<file path="src/rtl/poly_drive_sequencer.sv">
// rtl/poly_drive_sequencer.sv - replays the quadratic-evaluator load protocol for one operand set
//
// Accepts (a, b, c, x) over a valid/ready handshake, drives each operand onto
// data_out with a go pulse in the order A, B, C, X, waits out the core's
// compute time and returns the captured data_result over valid/ready.

module poly_drive_sequencer #(
  parameter int DATA_W      = 8,
  parameter int HOLD_CYCLES = 2,
  parameter int GAP_CYCLES  = 2,
  parameter int CALC_CYCLES = 8
) (
  input  logic              clk,
  input  logic              reset,
  input  logic              in_valid,
  output logic              in_ready,
  input  logic [DATA_W-1:0] a_in,
  input  logic [DATA_W-1:0] b_in,
  input  logic [DATA_W-1:0] c_in,
  input  logic [DATA_W-1:0] x_in,
  output logic              go,
  output logic [DATA_W-1:0] data_out,
  input  logic [DATA_W-1:0] data_result,
  output logic              out_valid,
  input  logic              out_ready,
  output logic [DATA_W-1:0] result,
  output logic              busy
);

  // One down-counter serves hold, gap and compute waits, so size it for the longest.
  localparam int MAX_HG  = (HOLD_CYCLES > GAP_CYCLES) ? HOLD_CYCLES : GAP_CYCLES;
  localparam int MAX_CNT = (MAX_HG > CALC_CYCLES) ? MAX_HG : CALC_CYCLES;
  localparam int CNT_W   = $clog2(MAX_CNT + 1);

  localparam logic [CNT_W-1:0] HOLD_LD = CNT_W'(HOLD_CYCLES);
  localparam logic [CNT_W-1:0] GAP_LD  = CNT_W'(GAP_CYCLES);
  localparam logic [CNT_W-1:0] CALC_LD = CNT_W'(CALC_CYCLES);
  localparam logic [CNT_W-1:0] CNT_ONE = CNT_W'(1);

  typedef enum logic [2:0] {
    S_IDLE,
    S_SETUP,
    S_HOLD,
    S_GAP,
    S_WAIT,
    S_DONE
  } state_t;

  state_t             state, state_n;
  logic [1:0]         idx, idx_n;
  logic [CNT_W-1:0]   cnt, cnt_n;
  logic [DATA_W-1:0]  op_a, op_b, op_c, op_x;
  logic [DATA_W-1:0]  data_out_n;
  logic [DATA_W-1:0]  result_n;
  logic               load_ops;

  // Operand selected by index: 0=A, 1=B, 2=C, 3=X.
  function automatic logic [DATA_W-1:0] pick(input logic [1:0]        i,
                                             input logic [DATA_W-1:0] a,
                                             input logic [DATA_W-1:0] b,
                                             input logic [DATA_W-1:0] c,
                                             input logic [DATA_W-1:0] x);
    logic [DATA_W-1:0] v;
    case (i)
      2'd0:    v = a;
      2'd1:    v = b;
      2'd2:    v = c;
      default: v = x;
    endcase
    return v;
  endfunction

  // Handshake and strobe outputs decode straight from state, so reset clears go at once.
  assign in_ready  = (state == S_IDLE);
  assign go        = (state == S_HOLD);
  assign out_valid = (state == S_DONE);
  assign busy      = (state != S_IDLE);

  // State register plus operand, data_out and result holding registers.
  always_ff @(posedge clk or posedge reset) begin
    if (reset) begin
      state    <= S_IDLE;
      idx      <= 2'd0;
      cnt      <= '0;
      op_a     <= '0;
      op_b     <= '0;
      op_c     <= '0;
      op_x     <= '0;
      data_out <= '0;
      result   <= '0;
    end else begin
      state    <= state_n;
      idx      <= idx_n;
      cnt      <= cnt_n;
      data_out <= data_out_n;
      result   <= result_n;
      if (load_ops) begin
        op_a <= a_in;
        op_b <= b_in;
        op_c <= c_in;
        op_x <= x_in;
      end
    end
  end

  // Next-state logic; data_out is loaded on entry to SETUP and held through GAP
  // because the core samples data_in on the edge where go first rises.
  always_comb begin
    state_n    = state;
    idx_n      = idx;
    cnt_n      = cnt;
    data_out_n = data_out;
    result_n   = result;
    load_ops   = 1'b0;
    case (state)
      S_IDLE: begin
        if (in_valid) begin
          load_ops   = 1'b1;
          idx_n      = 2'd0;
          data_out_n = a_in;
          state_n    = S_SETUP;
        end
      end
      S_SETUP: begin
        cnt_n   = HOLD_LD;
        state_n = S_HOLD;
      end
      S_HOLD: begin
        if (cnt == CNT_ONE) begin
          cnt_n   = GAP_LD;
          state_n = S_GAP;
        end else begin
          cnt_n = cnt - CNT_ONE;
        end
      end
      S_GAP: begin
        if (cnt == CNT_ONE) begin
          if (idx == 2'd3) begin
            cnt_n      = CALC_LD;
            data_out_n = '0;
            state_n    = S_WAIT;
          end else begin
            idx_n      = idx + 2'd1;
            data_out_n = pick(idx + 2'd1, op_a, op_b, op_c, op_x);
            state_n    = S_SETUP;
          end
        end else begin
          cnt_n = cnt - CNT_ONE;
        end
      end
      S_WAIT: begin
        if (cnt == CNT_ONE) begin
          result_n = data_result;
          state_n  = S_DONE;
        end else begin
          cnt_n = cnt - CNT_ONE;
        end
      end
      S_DONE: begin
        if (out_ready) begin
          state_n = S_IDLE;
        end
      end
      default: begin
        state_n = S_IDLE;
      end
    endcase
  end

endmodule
</file>
<file path="config.mk">
export PLATFORM = sky130hd
export DESIGN_NAME = poly_drive_sequencer
export DESIGN_NICKNAME = d
export VERILOG_FILES = /design/src/rtl/poly_drive_sequencer.sv
export SDC_FILE = /design/constraint.sdc
export NUM_CORES = 1
export LEC_CHECK = 0
export ABC_AREA = 0
export BUFFER_PORTS_ARGS = -buffer_cell sky130_fd_sc_hd__buf_2
export CAP_MARGIN = 20
export CORE_ASPECT_RATIO = 2
export CORE_UTILIZATION = 53
export DETAILED_ROUTE_END_ITERATION = 7
export GPL_TIMING_DRIVEN = 0
export PLACE_DENSITY_LB_ADDON = 0.08
export SETUP_SLACK_MARGIN = 0.1
export SYNTH_ARGS = -nofsm -noshare
export SYNTH_HDL_FRONTEND = slang
export SYNTH_SLANG_ARGS = --single-unit
</file>
<file path="constraint.sdc">
create_clock -name clk -period 2.04 [get_ports clk]
set_input_delay 0.408 -clock clk [delete_from_list [all_inputs] [get_ports clk]]
set_output_delay 0.408 -clock clk [all_outputs]
set_load 0.05 [all_outputs]
</file>
======== Word-level counts from Yosys, hierarchy flattened ========
Cells that the tools add are included.
word-level totals
  output and inout bits ................... 20
  bits in registers ....................... 57
  bits of input ports ..................... 44
  logic and storage cells ................. 61
operators by class
  equality and inequality tests ........... 17
  reductions and logical operators ........ 10
  $add $sub $neg .......................... 2
  muxes and demuxes ....................... 23
operators with widths
  kind                                               count
  two-way mux 8 bit                                  3
  case mux 8 bit (3 select lines)                    1
  two-way mux 3 bit                                  6
  case mux 3 bit (6 select lines)                    1
  two-way mux 4 bit                                  4
  case mux 4 bit (4 select lines)                    1
  case mux 8 bit (2 select lines)                    1
  != test 2 bit (second input constant)              5
  == test 3 x 2 -> 1 bit (second input constant)     2
  == test 3 bit (second input constant)              2
  two-way mux 2 bit                                  3
  AND reduction 3 bit                                2
  AND reduction 5 bit                                1
  == test 2 bit (second input constant)              2
  == test 4 x 1 -> 1 bit (second input constant)     1
  != test 2 x 1 -> 1 bit (second input constant)     2
  case mux 2 bit (2 select lines)                    1
  AND reduction 4 bit                                1
  nonzero test 4 bit                                 1
  subtractor 4 x 1 -> 4 bit (second input constant)  1
  == test 3 x 1 -> 1 bit (second input constant)     1
  logical NOT 3 bit                                  1
  != test 3 bit (second input constant)              1
  nonzero test 3 bit                                 1
  6 further kinds                                    7

======== Longest topological paths before layout ========
Gate-level depths: netlist of the first run.
  word-level depth ........................ 6
  mapped depth ............................ 7

======== Worst setup path after synthesis of the first run ========
Ideal clock, no wire load.
  path type ............................... reg2out
  start point ............................. reg state[0]
  end point ............................... out in_ready
  path buffers ............................ 1
  setup slack ............................. 0.070 ns
  data arrival time ....................... 1.562 ns
  cell stages (with the launch flop) ...... 4
  required time ........................... 1.632 ns
  cells stage by stage .................... dfrtp_1 buf_2 or3_1 inv_1
on the way
  cells in the longest elaborated chain, start to end .. 1
RTL lines
  item                    line  RTL
  start, declared         49    state_t state, state_n;
  start signal, assigned  92    state <= state_n;
  logical NOT 3 bit       74    assign in_ready = (state == S_IDLE);
  end, declared           16    output logic in_ready,
Every way passes these cells.

======== Worst setup path in the final report of the first run ========
Same ends and word-level chain as after synthesis.

==> out/summary.md, run 1 <==
Derived from the worst setup path, the maximum achievable clock frequency is 0.524 GHz. Max-cap violations in this run came to 0. The clock share of power was 0.217; the power share of the sequential group was 0.375. The number of CTS-inserted buffers was 9. Clock tree synthesis selected as its root buffer the cell clkbuf_8. The standard cell with the maximum stage delay on the critical path was dfrtp_1. After floorplanning, the core was sized to cover 0.00491 mm².

In this run the register-to-register setup slack is 160 ps. End of the worst register-to-register path: cnt[3]. The power density relative to cell area works out to 1540 mW/mm².

The async set or reset register ratio after synthesis came out at 1.00. After technology mapping, the gate count stands at 220. Internal power comes to 3280 µW. The logic depth of the worst register-to-register path was 6; the number of placed instances with taps included was 341. After detailed routing, the average wire length per cell comes to 16.6 µm. STA puts the critical path data required time at 1630 ps. The worst setup path is captured at an output pin. The period utilization was 0.936. Area fraction in and, or, nand and nor cells after synthesis: 0.0796. The number of non-filler instances in the completed layout was 358.

The die covers 0.00544 mm². Among all flip-flop cells after synthesis, the most frequent one is dfrtp_1. In the routed design, unresolved DRC markers number 0. By area the synthesized netlist is led by dfrtp_1 (52%), mux2_2 (16%), ha_1 (3.2%). Walking the worst path, the cells encountered are buf_6 -> or3_4 -> clkinvlp_4 -> buf_8. Capturing instance or port of the critical path: in_ready. The synthesized-area fraction occupied by adder cells came out at 0.0322. The tools report the leakage power as 0.00163 µW.

The startpoint identified for the worst register-to-register timing path is cnt[1]. Setup total negative slack on the finished layout was measured at 0 ps. Across all setup checks in the final design, the least slack found is 130 ps. The detailed placement HPWL was 4.53 mm. The global routing usage summed across all routing layers is 0.245, and the data arrival time at the worst-slack endpoint is 1500 ps. The synthesis-to-layout area growth came out at 26.0%. The first-pass GRT wire length is 9.43 mm, and the setup skew after layout is 5.51 ps.

STA classifies the critical path startpoint as a flop. The largest single stage delay on the critical path is 410 ps. The initial standard-cell utilization of the core came out at 0.554. The width of the die was 52.6 µm; the number of nets still failing antenna checks after routing was 0. For the number of fill cells, the log shows 419. Mux contribution to synthesized area: 0.170. The final net count was 347; the unique cell type count in the Yosys netlist was 38. The tools report the number of buffers on the longest clock path as 2. Wires add up to 5.96 mm. Clock-pin slew was measured on the worst setup and hold paths at 70 ps. Prior to clock tree synthesis, the placed netlist has a worst setup slack of 72.6 ps.

TritonCTS built the clock tree. Registers take 0.00143 mm². The tools report the largest net degree at the start of global routing as 42. The post-synthesis sequential area ratio is 0.525. The number of synthesized flops with an enable pin was 0; the worst-path maximum fanout was 5. The initialized floorplan defines 36 standard-cell rows.

The library cells used most frequently in the layout, excluding fill and tap cells, are buf_2 (63), dfrtp_1 (57), mux2_2 (39). The run gives 340 ps as the insertion delay of the later-clocked pin in the worst-skew pair. The area share of xor/xnor cells in the synthesized design is 0, and the net switching power is 2010 µW.

The flow ran to the end, and the final reports show no timing, DRC or antenna violations. In this run the count of I/O pins placed on the die edge is 64. The average instance in the mapped netlist occupies 12.4 µm². Number of synthesized register bits: 57. The routed layout has 2035 vias. The hold buffer count at CTS was 0; the fraction of power spent switching nets was 0.380.

The tightest min-delay check is of the primary input to asynchronous set/reset pin type. The worst-margin pin slew came out at 371 ps. The cell area after synthesis came out at 0.00272 mm². Port buffering added 63 buffers. The run gives 5 as the total iterations of the first detailed-routing run. The run gives 0.408 as the fraction of power consumed by combinational cells. For this run the aggregate overflow at the end of global routing stands at 0.

The initial antenna violation count is 0. The largest total area in the synthesized netlist belongs to dfrtp_1. Across the VDD grid, the largest voltage drop is 0.000898 V. Worst slew margin relative to its limit: 0.753.

The share of layout cells above drive strength 1 is 0.528, and the via count of the first global-routing pass is 2080. Footprint of the multi-input gates: 0.00122 mm². The path type of the worst setup path was flop to output pin.

The floorplan die height is 103 µm, and the number of nets produced by synthesis is 271. The final setup violation count is 0. Setup repair after global routing could not meet its margin everywhere. Count of final max-slew check failures: 0. During synthesis, Yosys emitted a total of 0 warnings. The share of the synthesized area in compound gates (AO/OA/AOI/OAI) is 0.156, and the final number of hold-violating endpoints is 0. At the end of routability-driven placement, the weighted congestion stood at 0.837. Worst setup path startpoint: state[0]. The library cell used most frequently in the layout, excluding fill and tap cells, is buf_2.

The number of antenna diodes in the final layout is 0. The clock net in this run drives a total of 57 sinks. Main combinational cell family by area after synthesis: multiplexers. The H-tree depth was 3; the portion of synthesized cell area occupied by the leading cell type was 0.525. The iteration-0 DRC count of the detailed router is 57. The clock period minus worst slack is 1910 ps. After detailed routing, the number of vias per cell comes to 5.68.
-- layer usage --
| layer | share of wire | vias to the layer above | global-route usage | routed length [µm] |
|---|---|---|---|---|
| met5 | 0 | - | 0 | 0 |
| met4 | 0.025 | 0 | 0.144 | 149 |
| met3 | 0.032 | 12 | 0.0512 | 192 |
| met2 | 0.58 | 52 | 0.450 | 3460 |
| met1 | 0.36 | 1013 | 0.239 | 2150 |
| li1 | - | 958 | - | - |
-- final cells by class --
class                           count  share of cell area
Clock inverter                      7              0.0274
Inverter                            9              0.0110
Tap cell                           57              0.0208
Timing Repair Buffer               68               0.111
Multi-Input combinational cell    141               0.355
Sequential cell                    57               0.416
Buffer                             10              0.0226
Clock buffer                        9              0.0361
-- synthesized netlist by cell type, types with 2 or more instances --
master    instances
dfrtp_1          57
mux2_2           39
nand2_1          14
o21ai_0          14
inv_1             9
a222oi_1          8
a21o_1            7
a21oi_1           7
ha_1              7
a21o_2            6
a22o_2            6
nor2_1            6
buf_2             5
clkbuf_1          4
nand2b_1          3
nand3_1           3
a22o_1            2
mux2_1            2
o31ai_1           2
-- metrics by stage --
| stage | util | area (µm²) | power (µW) | hold WS (ps) |
|---|---|---|---|---|
| final | 0.698 | 3430 | 5290 | 35.6 |
| after global routing | 0.698 | 3430 | 5610 | 66.3 |
| after CTS | 0.685 | 3360 | 5230 | 40.4 |
| after detailed placement | 0.638 | 3130 | 4050 | 410 |
| after global placement | 0.634 | 3110 | 3960 | 457 |
| after floorplan | - | 2730 | 3510 | 458 |
-- power by group through the flow --
stage                     clock [µW]  sequential, µW  combinational [µW]
final                           1150            1980                2160
after global routing            1220            2040                2340
after CTS                       1170            1970                2080
after detailed placement           0            1990                2060
after global placement             0            1960                1990
after floorplan                    0            2260                1250
-- flip-flops by register name, summed over array words and instances, names as in the netlist --
| register | cells |
|---|---|
| data_out | 8 |
| op_a | 8 |
| op_b | 8 |
| op_c | 8 |
| op_x | 8 |
| result | 8 |
| cnt | 4 |
| state | 3 |
| idx | 2 |
-- what timing repair did --
| action | CTS | global route |
|---|---|---|
| resized for setup | 5 | 16 |
| buffers inserted | 0 | 4 |
| hold endpoints to repair | 0 | 0 |
| endpoints found under the setup margin | 10 | 13 |
| pin swaps | 0 | 3 |
-- cells by family (layout without fill, tap and decap cells) --
family,after synthesis,after routing
adders and majority gates,7,7
and+or+nand+nor,37,37
muxes,41,41
buffers and inverters,22,103
DFF,57,57
AOI/OAI and AO/OA,56,56
-- worst min-delay path by stage --
| stage | to | slack, ps | cells past startpoint |
|---|---|---|---|
| floorplan | op_c[4] | 460 | 1 |
| global placement | data_out[7] | 460 | 1 |
| detailed placement | op_c[6] | 410 | 2 |
| CTS | op_x[4] | 40 | 2 |
| global route | op_c[4] | 70 | 2 |
| finish | op_c[6] | 40 | 2 |
-- critical path: cells and delay by family, from the launching register on --
kind / cells / cell delay (ps)
AND/OR/NAND/NOR: 1 / 390
flip-flops: 1 / 410
buffers and inverters: 3 / 350
(Power assumes the default switching activity.)
==> inputs of run 2 (changes only) <==
Settings changed: CORE_UTILIZATION 53 to 55, CTS_BUF_LIST set to sky130_fd_sc_hd__clkbuf_4 sky130_fd_sc_hd__clkbuf_8.
==> run 2 against run 1 <==
Non-clock buffer count is 4 higher. Sequential share of layout area is 0.17 points lower. Via count grew 0.44%. Routed wire length is 0.29% lower. Flip-flop and latch count did not move. Worst hold slack improved by 59 ps. Power shrank 1.2%. Clock power down 9.6%. Die area decreased by 3.5%. Sequential power about the same. Critical path type unchanged. Largest cell class unchanged. Highest routed layer unchanged.
==> out/summary.md, run 2 (synthesized netlist as in run 1, its figures left out) <==
The run finished with clean final reports. The number of diodes was 0; the clock period minus worst slack was 1900 ps. The power density relative to cell area is 1520 mW/mm². After legalization and detailed placement, the total HPWL measured 4.36 mm. The tools report the clock root buffer as clkbuf_8. Setup violations remaining at the end of the flow were counted as 0.

The setup path with the least slack is of type flop to output pin. The H-tree generated during clock tree synthesis spans 3 levels. Logic depth of the worst register-to-register path: 6. The number of nets still failing antenna checks after routing is 0, and the setup skew after layout is 8.87 ps. The die covers 0.00525 mm². For the number of buffers on the longest clock path, the log shows 2.

Flop-to-flop setup slack: 200 ps. The tools report the first-pass GRT wire length as 9.65 mm. In this run the worst setup path begins at state[0]. Across the VDD grid, the largest voltage drop is 0.000987 V. The origin of the critical flop-to-flop path is cnt[1]. The final number of hold-violating endpoints is 0. The tools report the final hold slack as 95.1 ps. In the layout the commonest cells are buf_2 (64), dfrtp_1 (57), mux2_2 (38).

For the pin with the worst max-slew slack, the measured transition is 506 ps. The later pin in the worst-skew pair is clocked with a latency of 340 ps. After the first detailed-routing iteration, the DRC count stood at 50. Port buffering added 63 buffers. The total iterations of the first detailed-routing run is 5. For the worst setup path, the data arrival time is 1490 ps. TritonCTS built the clock tree.

The number of CTS-inserted buffers was 9; the period utilization was 0.933. The floorplan row count was 35; the global routing usage summed across all routing layers was 0.258. After filler insertion, the fill cell instance count of the layout stands at 381.

For the worst slew margin relative to its limit, the log shows 0.662. The final routed DRC violation total is 0, and the remaining global-route overflow is 0. The congestion estimate from routability-driven global placement came to 0.822.

Timing analysis after detailed placement gives a worst setup slack of 107 ps. The run gives 64 as the count of pins on the block boundary. From bottom edge to top edge, the die measures 101 µm.

The worst-path maximum fanout was 5; the initial standard-cell utilization of the core was 0.580. Share of layout cells above drive strength 1: 0.538. STA classifies the critical path startpoint as a flop.

Dividing the detail-routed wire length by the instance count gives 16.5 µm. STA puts the critical path data required time at 1630 ps. The final worst-path setup slack was 138 ps; the synthesis-to-layout area growth was 26.6%. The worst setup path is captured at an output pin. The clock net in this run drives a total of 57 sinks.

The path class of the lowest-slack min-delay path was primary input to asynchronous set/reset pin. In this run the static leakage power is 0.00164 µW. For this block, the via count after detailed routing is 2044. The width of the die is 51.7 µm. The via count of the first global-routing pass came out at 2130. The most common library cell in the layout ignoring fill and taps is buf_2. Detailed-route vias per instance: 5.68. Setup repair after global routing could not meet its margin everywhere. The area taken by flip-flops and latches is 0.00143 mm². The fmax was 0.526 GHz; the clock input transition at the sequential cells of the worst setup and hold paths was 70 ps. The initial antenna violation count was 0. The capturing instance or port of the critical path was in_ready.

The largest net degree at the start of global routing was 35. For the footprint of the multi-input gates, the log shows 0.00122 mm². For this run, the post-layout net count is 351. The routed design has 5.94 mm of wire. Power comes to 5230 µW. The end of the worst register-to-register path was cnt[3]. The max-cap check violation count is 0, and the area of the core is 0.00469 mm². The count of final max-slew check failures was 0.
run 2: cell types whose count changed in the layout (fill, tap and decap cells not counted), sizes merged:
| cell | before | now |
|---|---|---|
| inv | 9 | 8 |
| buf | 76 | 80 |
| bufinv | 2 | 1 |
| clkbuf | 11 | 13 |
run 2: where the power goes:
part | internal [µW] | switching [µW] | leakage (µW) | total, µW
logic | 1000 | 1220 | 0.000859 | 2220
registers | 1640 | 321 | 0.000680 | 1960
clock network | 606 | 437 | 0.0000987 | 1040
run 2: final cells by class:
class / instances / area share
inverter: 9 / 0.0109
buffer: 10 / 0.0225
clock buffer: 11 / 0.0422
clock inverter: 5 / 0.0160
tap: 55 / 0.0200
timing repair buffer: 72 / 0.119
multi-input combinational: 141 / 0.355
sequential: 57 / 0.415
run 2: what timing repair did:
action | CTS | global route
buffers inserted | 0 | 8
setup endpoints to repair | 5 | 19
pin swaps | 0 | 4
gates resized for setup | 8 | 11
hold buffers | 0 | 0
run 2: how the worst min path moves through the flow:
stage	slack, ps	end	from	cells after the start
2_1_floorplan	460	op_c[4]	op_c[4]	1
3_5_place_dp	460	op_b[4]	reset	2
3_3_place_gp	460	data_out[7]	data_out[7]	1
4_1_cts	100	op_c[4]	reset	2
5_1_grt	130	op_c[4]	reset	2
6_report	100	op_c[4]	reset	2
run 2: critical path, stage by stage, from the launching register on:
cell and delay [ps]:
dfrtp_1 410, buf_6 140, or3_4 390, clkinvlp_4 80, buf_8 130
run 2: layer usage:
layer  up-vias  part of all wire  GRT usage  wire, µm
li1        975                 -          -         -
met2        51              0.58      0.469      3440
met5         -                 0          0         0
met4         0             0.015      0.125        91
met3         7             0.038     0.0631       223
met1      1011              0.37      0.267      2190
run 2: through the flow:
step                 util  cells  instance area [µm²]  setup TNS [ps]
finish              0.734    360                 3440               0
global route        0.734    360                 3440               0
global placement    0.664    338                 3110          -26360
detailed placement  0.668    339                 3130               0
CTS                 0.717    355                 3360               0
floorplan               -    220                 2730               0
==> inputs of run 3 (changes only) <==
Settings changed: CORE_UTILIZATION 55 to 53, CTS_BUF_LIST sky130_fd_sc_hd__clkbuf_4 sky130_fd_sc_hd__clkbuf_8 to not set, RECOVER_POWER set to 100.
==> run 3 against run 2 <==
Non-clock buffer count shrank 4. Power about the same. Global-route usage is 1.4 points lower. Worst setup slack worse by 33 ps. First-iteration DRC count grew 30%. Highest routed layer unchanged.
==> out/summary.md, run 3 (synthesized netlist as in run 1, its figures left out) <==
The flow ran to the end, and the final reports show no timing, DRC or antenna violations. In this run the horizontal extent of the chip is 52.6 µm. Clock skew on the completed layout was measured at 5.96 ps. Once layout is complete, the cells apart from fillers number 358. The initial standard-cell utilization of the core was 0.554; the first-pass GRT wire length was 9.43 mm. In this design, the stage delay of the slowest critical-path cell is 410 ps. The H-tree was split into 3 levels. The tools report the final core utilization as 0.686. The iteration-0 DRC count of the detailed router was 65; the hold buffer count at CTS was 0. At the worst endpoint, the arrival time is 1530 ps. In this run the critical register-to-register path is launched from cnt[1]. The max-cap check violation count is 0.

The library cell used most frequently in the layout, excluding fill and tap cells, is dfrtp_1. The run gives 0.332 as the worst slew margin relative to its limit. The logs give 141 ps for the final hold slack and 4.53 mm for the detailed placement HPWL. TritonCTS built the clock tree. Power spread over the standard cell area amounts to 1550 mW/mm². The total area inside the core boundary comes to 0.00491 mm².

STA classifies the critical path startpoint as a flop. The met1 track utilization from global routing is 0.239, and the synthesis-to-layout area growth is 23.9%. Of all nets on the critical path, the largest fanout is 5. The tools report the total iterations of the first detailed-routing run as 5. The run gives 9 as the number of CTS-inserted buffers.

The initial antenna violation count is 0. The logs give 0 for the final number of hold-violating endpoints and 36 for the floorplan row count. Summing all placed instances gives a cell area of 0.00313 mm².

The smallest clock period supported by the final layout is computed as 1940 ps. After the last flow step, the layout net total stands at 347. After routing the design area is 0.00337 mm². met2 is the most crowded layer. For the worst setup path, the data required time is 1630 ps. Summed over all cells, the static leakage comes to 0.00156 µW.

The run gives 0.450 as the met2 routing resource usage after global routing. The final layout contains routed wiring with a total length of 5.98 mm. The remaining global-route overflow was 0. The path class of the tightest hold or removal check is primary input to asynchronous set/reset pin. The worst register-to-register path ends at cnt[3]. The logs give 0.837 for the placer's final routability congestion estimate and 0.00544 mm² for the overall die area. For the via count of the first global-routing pass, the log shows 2080. The critical path goes through buf_6 -> or3_4 -> clkinvlp_4 -> buf_4. The logs give 2 for the number of buffers on the longest clock path and 2031 for the count of vias placed by the detailed router. For the number of diodes, the log shows 0.

IR analysis of the VDD net gives a maximum drop of 0.000898 V. The standard cell with the maximum stage delay on the critical path was dfrtp_1. Pin placement for this block handled 64 I/O pins. The tree built by TritonCTS fans out to 57 sinks.

Clock latency on the worst-skew pair, taken at its later pin, is 330 ps. Input and output buffers added on the ports amount to 63. Setup slack on the worst reg-to-reg path comes out at 160 ps. The worst setup path is of the flop to output pin kind. At the pin with the least slew margin, the transition time is 1000 ps. In the final routed layout, each cell accounts on average for 16.7 µm. The floorplan die height was 103 µm.

The endpoint class of the critical path is an output pin. The count of final max-slew check failures came out at 0. Final setup violation count: 0.

Global routing usage summed across all routing layers: 0.245. In the layout the commonest cells are dfrtp_1 (57), buf_2 (44), mux2_2 (39). The logs give 0.0512 for the met3 track demand over resource and 341 for the number of placed instances with taps included. Setup repair after global routing could not meet its margin everywhere. The share of layout cells above drive strength 1 was 0.465. Using the TritonRoute via totals, the vias-per-cell ratio works out to 5.67. For the worst flop-to-flop path, the logic depth is 6. Entering global routing, the biggest net connects 42 pins. The tools report the clock root buffer as clkbuf_8. The number of nets still failing antenna checks after routing is 0, and the clock input transition at the sequential cells of the worst setup and hold paths is 70 ps.

The period utilization is 0.949. For this run, the top clock speed supported by timing is 0.517 GHz. In the routed design, unresolved DRC markers number 0.
-- run 3: changes by cell type in the layout (fill, tap and decap cells not counted), sizes merged --
cell    delta
buf       -28
clkbuf    +22
inv        +1
bufinv     +1
-- run 3: power breakdown --
group	total (µW)	leakage (µW)	internal, µW	switching [µW]
Sequential	1990	0.000680	1640	344
Combinational	2100	0.000777	891	1210
Clock	1150	0.000106	686	460
-- run 3: worst max-delay path, delay by kind of cell, from the launching register on --
| family | cells | cell delay (ps) |
|---|---|---|
| buffers and inverters | 3 | 390 |
| DFF | 1 | 410 |
| and+or+nand+nor | 1 | 390 |
-- run 3: stage by stage --
step	TNS (ps)	total power, µW	setup WS [ps]
final	0	5230	104
after global routing	0	5550	43.6
after CTS	0	5230	66.8
after detailed placement	0	4050	72.6
after global placement	-27260	3960	-482
after floorplan	0	3510	228
-- run 3: timing repair --
action,4_1_cts,5_1_grt
pin swaps,0,3
buffers inserted,0,4
endpoints found under the setup margin,10,13
gates resized for setup,5,16
-- run 3: how the worst max path moves through the flow --
stage                        start          end  depth (start not counted)
after floorplan              reset       cnt[0]                          1
after global placement       reset      op_b[7]                          2
after detailed placement    idx[0]  data_out[1]                          6
after CTS                 state[0]         busy                          3
after global routing      state[2]           go                          4
final                     state[0]     in_ready                          4
-- run 3: cell type report --
class,count,area (µm²)
Tap cell,57,71.3
Inverter,9,37.5
Buffer,10,75.1
Clock inverter,7,93.8
Timing Repair Buffer,68,333
Sequential cell,57,1430
Fill cell,437,1540
Multi-Input combinational cell,141,1210
Clock buffer,9,124
-- run 3: metal layers --
| metal | routed length, µm | part of all wire |
|---|---|---|
| met1 | 2190 | 0.37 |
| met2 | 3460 | 0.58 |
| met3 | 216 | 0.036 |
| met4 | 110 | 0.018 |
| met5 | 0 | 0 |
